$ cat src/rtl/window_fetch_sequencer.sv
// -----------------------------------------------------------------------------
// window_fetch_sequencer
//
// Walks every interior pixel of an IMG_W x IMG_H frame in raster order. For
// each one it reads the 3x3 neighbourhood from a synchronous frame memory
// (one read per cycle, nine reads), then presents the window to the sharpening
// pipeline and holds it until win_valid & win_ready.
//
// Ports
//   clk                 sole clock, rising edge
//   reset               asynchronous, active-low
//   start               begin a full-frame pass (sampled only in IDLE or DONE)
//   rd_en, rd_addr      registered frame-memory read strobe / word address
//   rd_data             memory data, valid the cycle after rd_en was sampled
//   win0..win8          3x3 window, row-major, win4 = centre pixel
//   win_row, win_col    centre-pixel coordinates of the window
//   win_valid/win_ready window handshake
//   busy                high while fetching or presenting
//   halt                frame complete (DONE state)
// -----------------------------------------------------------------------------
module window_fetch_sequencer #(
  parameter int IMG_W = 800,
  parameter int IMG_H = 600
) (
  input  logic        clk,
  input  logic        reset,
  input  logic        start,
  output logic        rd_en,
  output logic [18:0] rd_addr,
  input  logic [7:0]  rd_data,
  output logic [7:0]  win0,
  output logic [7:0]  win1,
  output logic [7:0]  win2,
  output logic [7:0]  win3,
  output logic [7:0]  win4,
  output logic [7:0]  win5,
  output logic [7:0]  win6,
  output logic [7:0]  win7,
  output logic [7:0]  win8,
  output logic [9:0]  win_row,
  output logic [9:0]  win_col,
  output logic        win_valid,
  input  logic        win_ready,
  output logic        busy,
  output logic        halt
);

  typedef enum logic [1:0] {IDLE, FETCH, PRESENT, DONE} state_t;

  localparam logic [9:0]  LAST_COL = 10'(IMG_W - 2);
  localparam logic [9:0]  LAST_ROW = 10'(IMG_H - 2);
  // Jump from the third pixel of one window row to the first of the next.
  localparam logic [18:0] ROW_STEP = 19'(IMG_W - 2);

  state_t          state;
  logic [8:0][7:0] win_q;
  logic [18:0]     base;     // address of the window's top-left pixel
  logic [3:0]      cnt;      // FETCH cycle counter, 0..9
  logic [1:0]      sub;      // column within the current window row, 0..2

  logic            last_col;
  logic            last_win;
  logic [18:0]     base_next;

  assign last_col  = (win_col == LAST_COL);
  assign last_win  = last_col && (win_row == LAST_ROW);
  // Next window: one column right, or (at row wrap) skip the two border
  // pixels at the end of this row and the one at the start of the next.
  assign base_next = base + (last_col ? 19'd3 : 19'd1);

  assign win0 = win_q[0];
  assign win1 = win_q[1];
  assign win2 = win_q[2];
  assign win3 = win_q[3];
  assign win4 = win_q[4];
  assign win5 = win_q[5];
  assign win6 = win_q[6];
  assign win7 = win_q[7];
  assign win8 = win_q[8];

  // NOTE: state is updated only with non-blocking assignments so every
  // register samples pre-edge values, independent of statement order.
  always_ff @(posedge clk or negedge reset) begin
    if (!reset) begin
      state     <= IDLE;
      rd_en     <= 1'b0;
      rd_addr   <= '0;
      // NOTE: the window registers are reset too, because every output must
      // read 0 while reset is asserted.
      win_q     <= '0;
      win_row   <= '0;
      win_col   <= '0;
      win_valid <= 1'b0;
      busy      <= 1'b0;
      halt      <= 1'b0;
      base      <= '0;
      cnt       <= '0;
      sub       <= '0;
    end else begin
      case (state)
        IDLE, DONE: begin
          if (start) begin
            state   <= FETCH;
            win_row <= 10'd1;
            win_col <= 10'd1;
            halt    <= 1'b0;
            busy    <= 1'b1;
            base    <= '0;
            rd_en   <= 1'b1;
            rd_addr <= '0;
            cnt     <= '0;
            sub     <= '0;
          end
        end

        FETCH: begin
          cnt <= cnt + 4'd1;
          // Data for read k arrives while cnt == k+1.
          if (cnt != 4'd0) win_q[cnt - 4'd1] <= rd_data;
          if (cnt < 4'd8) begin
            rd_addr <= rd_addr + ((sub == 2'd2) ? ROW_STEP : 19'd1);
            sub     <= (sub == 2'd2) ? 2'd0 : sub + 2'd1;
          end
          if (cnt == 4'd8) rd_en <= 1'b0;
          if (cnt == 4'd9) begin
            state     <= PRESENT;
            win_valid <= 1'b1;
          end
        end

        PRESENT: begin
          if (win_ready) begin
            win_valid <= 1'b0;
            if (last_win) begin
              state <= DONE;
              halt  <= 1'b1;
              busy  <= 1'b0;
            end else begin
              state   <= FETCH;
              base    <= base_next;
              rd_addr <= base_next;
              rd_en   <= 1'b1;
              cnt     <= '0;
              sub     <= '0;
              if (last_col) begin
                win_col <= 10'd1;
                win_row <= win_row + 10'd1;
              end else begin
                win_col <= win_col + 10'd1;
              end
            end
          end
        end

        default: state <= IDLE;
      endcase
    end
  end

endmodule

$ cat config.mk
export PLATFORM = sky130hd
export DESIGN_NAME = window_fetch_sequencer
export DESIGN_NICKNAME = d
export VERILOG_FILES = /design/src/rtl/window_fetch_sequencer.sv
export SDC_FILE = /design/constraint.sdc
export NUM_CORES = 1
export LEC_CHECK = 0
export CORE_ASPECT_RATIO = 2
export CORE_MARGIN = 3
export CORE_UTILIZATION = 40
export DETAILED_ROUTE_END_ITERATION = 10
export GPL_TIMING_DRIVEN = 1
export PLACE_DENSITY = 0.68
export RECOVER_POWER = 50
export SYNTH_ARGS = -nofsm -noshare
export SYNTH_HDL_FRONTEND = slang
export SYNTH_SLANG_ARGS = --single-unit
$ cat constraint.sdc
create_clock -name clk -period 3.8 [get_ports clk]
set_input_delay 0.76 -clock clk [delete_from_list [all_inputs] [get_ports clk]]
set_output_delay 0.76 -clock clk [all_outputs]
set_load 0.01 [all_outputs]
==> summary.txt <==
Worst setup path
  • Crit. Startpoint: win_col[0]
  • CP Launch Type: flip-flop
  • R2R cell count: 12
  • Req. time, crit path: 4.13 ns
  • R2R Setup Slk: about 0.71 ns
  • Worst EP arrival: 3.42 ns
  • Critical R2R Launch: win_col[0]
  • Worst Path Max Fanout: 9
  • CP endpoint kind: flip-flop
  • Kind of critical path: reg -> reg
  • Reg2reg end: rd_addr[17]
  • Worst setup endpoint: rd_addr[17]

Finish
  • Fin nets: approximately 850
  • Final instance area: 0.00938 mm²
  • P&R area growth vs syn: 29.2%
  • Layout cell share with drive strength beyond 1: 18.4%
  • Util after Layout: 52.8%
  • ANT cells: 0
  • Non-Filler Instances: 1040

Global routing
  • Total Routing Usage GR: 21.4%
  • Largest net degree at the start of global routing: 66
  • First-pass GRT wire length: 33000 µm
  • Initial antenna violation count: 0
  • Vias in the first global route: about 6100
  • Remaining Overflow, GRT: 0

Run status
  • Failing checks: capacitance limit, slew limit
  • Status: complete, but fails checks

Timing
  • Slew Viols, Final: 66
  • Setup Total Neg Slack: 0 ns
  • Slew @ Worst Pin: between 1.5 and 2 ns
  • Final count of hold timing violations: 0
  • Clock Skews: 0.00965 ns
  • Period utilization: 81.2%
  • RSZ-0062 raised after global routing: no
  • FMAX: between 300 and 400 MHz
  • Min setup slack post-route: just over 0.7 ns
  • Max_slew headroom: -15.3%
  • Setup-failing EPs final: 0
  • Fin crit period: 3.09 ns
  • Hold slack final: 0.498 ns

Logic synthesis
  • Synthesized Nets: 712
  • Primary FF master, synth: dfrtp_1
  • Syn Inst Count: 682
  • Synth async-reset ratio: 100%
  • Ys Warns: 0
  • Post-synthesis cell area: 0.00726 mm²
  • Post-synth top area share: 48.9%
  • Leading area contributor after synthesis: dfrtp_1
  • Yosys cell types: 77
  • Syn Area/Cell: 10.6 µm²
  • Leading post-synthesis cells by cell area: dfrtp_1, mux2_2, o21ai_0
  • Post-synth EDFFs: 0
  • Post-synthesis sequential area ratio: 48.9%
  • Seq cells post-synth: 142

Place
  • Setup WS pre-CTS: 0.736 ns
  • Hpwl dp: 14900 µm
  • Cells after DPL: 1009
  • DP Area: a little under 0.009 mm²
  • Placer Congestion: approximately 0.86
  • IO Port Bufs: 126

Power and ir drop
  • Worst vdd ir: 0.000565 V
  • Pwr Total: 6.83 mW
  • Pint: 4.29 mW
  • Clk pwr share: 25.7%
  • Combinational power share: 41.5%
  • Pwr/cell area: 728 mW/mm²
  • Psw: 2.54 mW
  • Pleak: 3.86 nW
  • Net Sw Frac: 37.1%
  • Sequential share of power: between 30% and 40%

Drt
  • Antenna Nets Post-Route: 0
  • Routed WL: 20100 µm
  • Mean routed wirelength per cell: 19.3 µm
  • DR DRC count: 0
  • Initial DRC count: 333
  • Via count: approximately 5800
  • Via/cell ratio: roughly 5.6
  • Drt first pass iters: 8

Clock network
  • Worst-Skew Late Latency: ~0.43 ns
  • Root Buffer: clkbuf_16
  • Clock-pin slew of the registers on the worst-case setup and hold paths: 0.06 ns
  • CTS max path bufs: 2
  • H-Tree Depth: 4
  • Setup Fix Bufs, Post-CTS: 0
  • Sink Count: 142
  • CTS buffer count: 17
  • Hold-fix buffers at CTS: 0
  • CTS tree: done
  • Post-CTS Resized: 0

Die
  • Row cnt: 69
  • Io pins: 127
  • Die W: 101 µm
  • Core outline area: 0.0178 mm²
  • Die H: just under 200 µm
  • Initial Util: 40.8%
  • Die ar.: 0.0199 mm²

Hold path
  • Worst hold path class: reg -> reg

Job
  • MaxCap Viol Count: 1
==> placed cells by master, fill, tap and decap left out, drive strengths merged, types with 6 or more instances in the layout <==
cell / instances
a21oi: 35
a31oi: 7
and3: 11
buf: 14
clkbuf: 20
clkdlybuf4s50: 70
clkinv: 10
dfrtp: 142
dlygate4sd3: 55
ha: 17
inv: 20
mux2: 76
nand2: 68
nand3: 20
nand4: 14
nor2: 38
nor3: 15
nor4: 7
o21ai: 56
o31ai: 16
or3: 10
or4: 6
xnor2: 10
xor2: 12
==> worst min path at each step <==
stage | depth (start not counted) | endpoint | slack, ns | start
6_report | 1 | win5[3] | 0.50 | win5[3]
5_1_grt | 1 | win7[2] | 0.51 | win7[2]
3_5_place_dp | 1 | win2[1] | 0.49 | win2[1]
2_1_floorplan | 0 | base[0] | 0.46 | reset
4_1_cts | 1 | rd_addr[8] | 0.35 | reset
3_3_place_gp | 1 | win3[3] | 0.49 | win3[3]
==> area by class of cell <==
type / count / area, µm²
fillers: 1588 / 8400
flip-flops and latches: 142 / 3550
multi-input cells: 492 / 3500
repair buffers: 142 / 1370
clock buffers: 17 / 425
well taps: 213 / 267
clock inverters: 14 / 193
inverters: 20 / 75.1
==> worst max-delay path, stage by stage, from the launching register on <==
cell and delay [ns]:
dfrtp_1 0.46, inv_1 0.09, ha_1 0.14, nor4b_4 0.25, nand4_4 0.26, inv_1 0.19
ha_1 0.19, a21o_1 0.12, nand4b_1 0.25, or4_1 0.62, xnor2_1 0.16, nand2_1 0.08
o211ai_1 0.19
==> sequential cells by signal, indices dropped and copies added (netlist names), 4 cells and up <==
register / cells
rd_addr: 19
win1: 8
win_row: 10
cnt: 4
win2: 8
base: 19
win3: 8
win4: 8
win_col: 10
win0: 8
win8: 8
win7: 8
win5: 8
win6: 8
==> synthesized netlist by cell type, drive strengths merged (3+ instances only) <==
cell and count:
a211o 4, a21oi 35, a22o 3, a31oi 7, and2 5, and3 11, and4 3, and4b 3
buf 11, clkbuf 17, dfrtp 142, ha 17, inv 19, mux2 76, nand2 68, nand2b 5
nand3 20, nand4 14, nand4b 3, nor2 38, nor2b 3, nor3 15, nor4 7, o211ai 5
o21ai 56, o22ai 3, o31ai 16, or2 5, or3 10, or4 6, xnor2 10, xor2 12
==> layer usage <==
layer	global-route usage, %	vias to the layer above	part of all wire [%]
met5	0	-	0
met2	39.6	162	57
li1	-	2747	-
met1	22.1	2831	35
met3	5.70	41	5.5
met4	8.53	0	3.1
==> kinds of logic after synthesis <==
| family | Yosys count | synth area share [%] |
|---|---|---|
| AOI/OAI and AO/OA | 150 | 13.2 |
| xor gates and xnor gates | 22 | 2.65 |
| adders and majority gates | 18 | 3.20 |
| buffers and inverters | 48 | 3.03 |
| DFF | 142 | 48.9 |
| muxes | 78 | 12.1 |
| and+or+nand+nor | 224 | 17.0 |
==> power groups by stage <==
stage	logic [mW]	registers, mW	clock network [mW]
2_1_floorplan	1.49	2.38	0
3_3_place_gp	2.94	2.25	0
3_5_place_dp	2.95	2.26	0
4_1_cts	2.97	2.25	1.79
5_1_grt	3.11	2.30	1.85
6_report	2.83	2.24	1.76
Note: power is estimated with default switching activity, not from simulation.
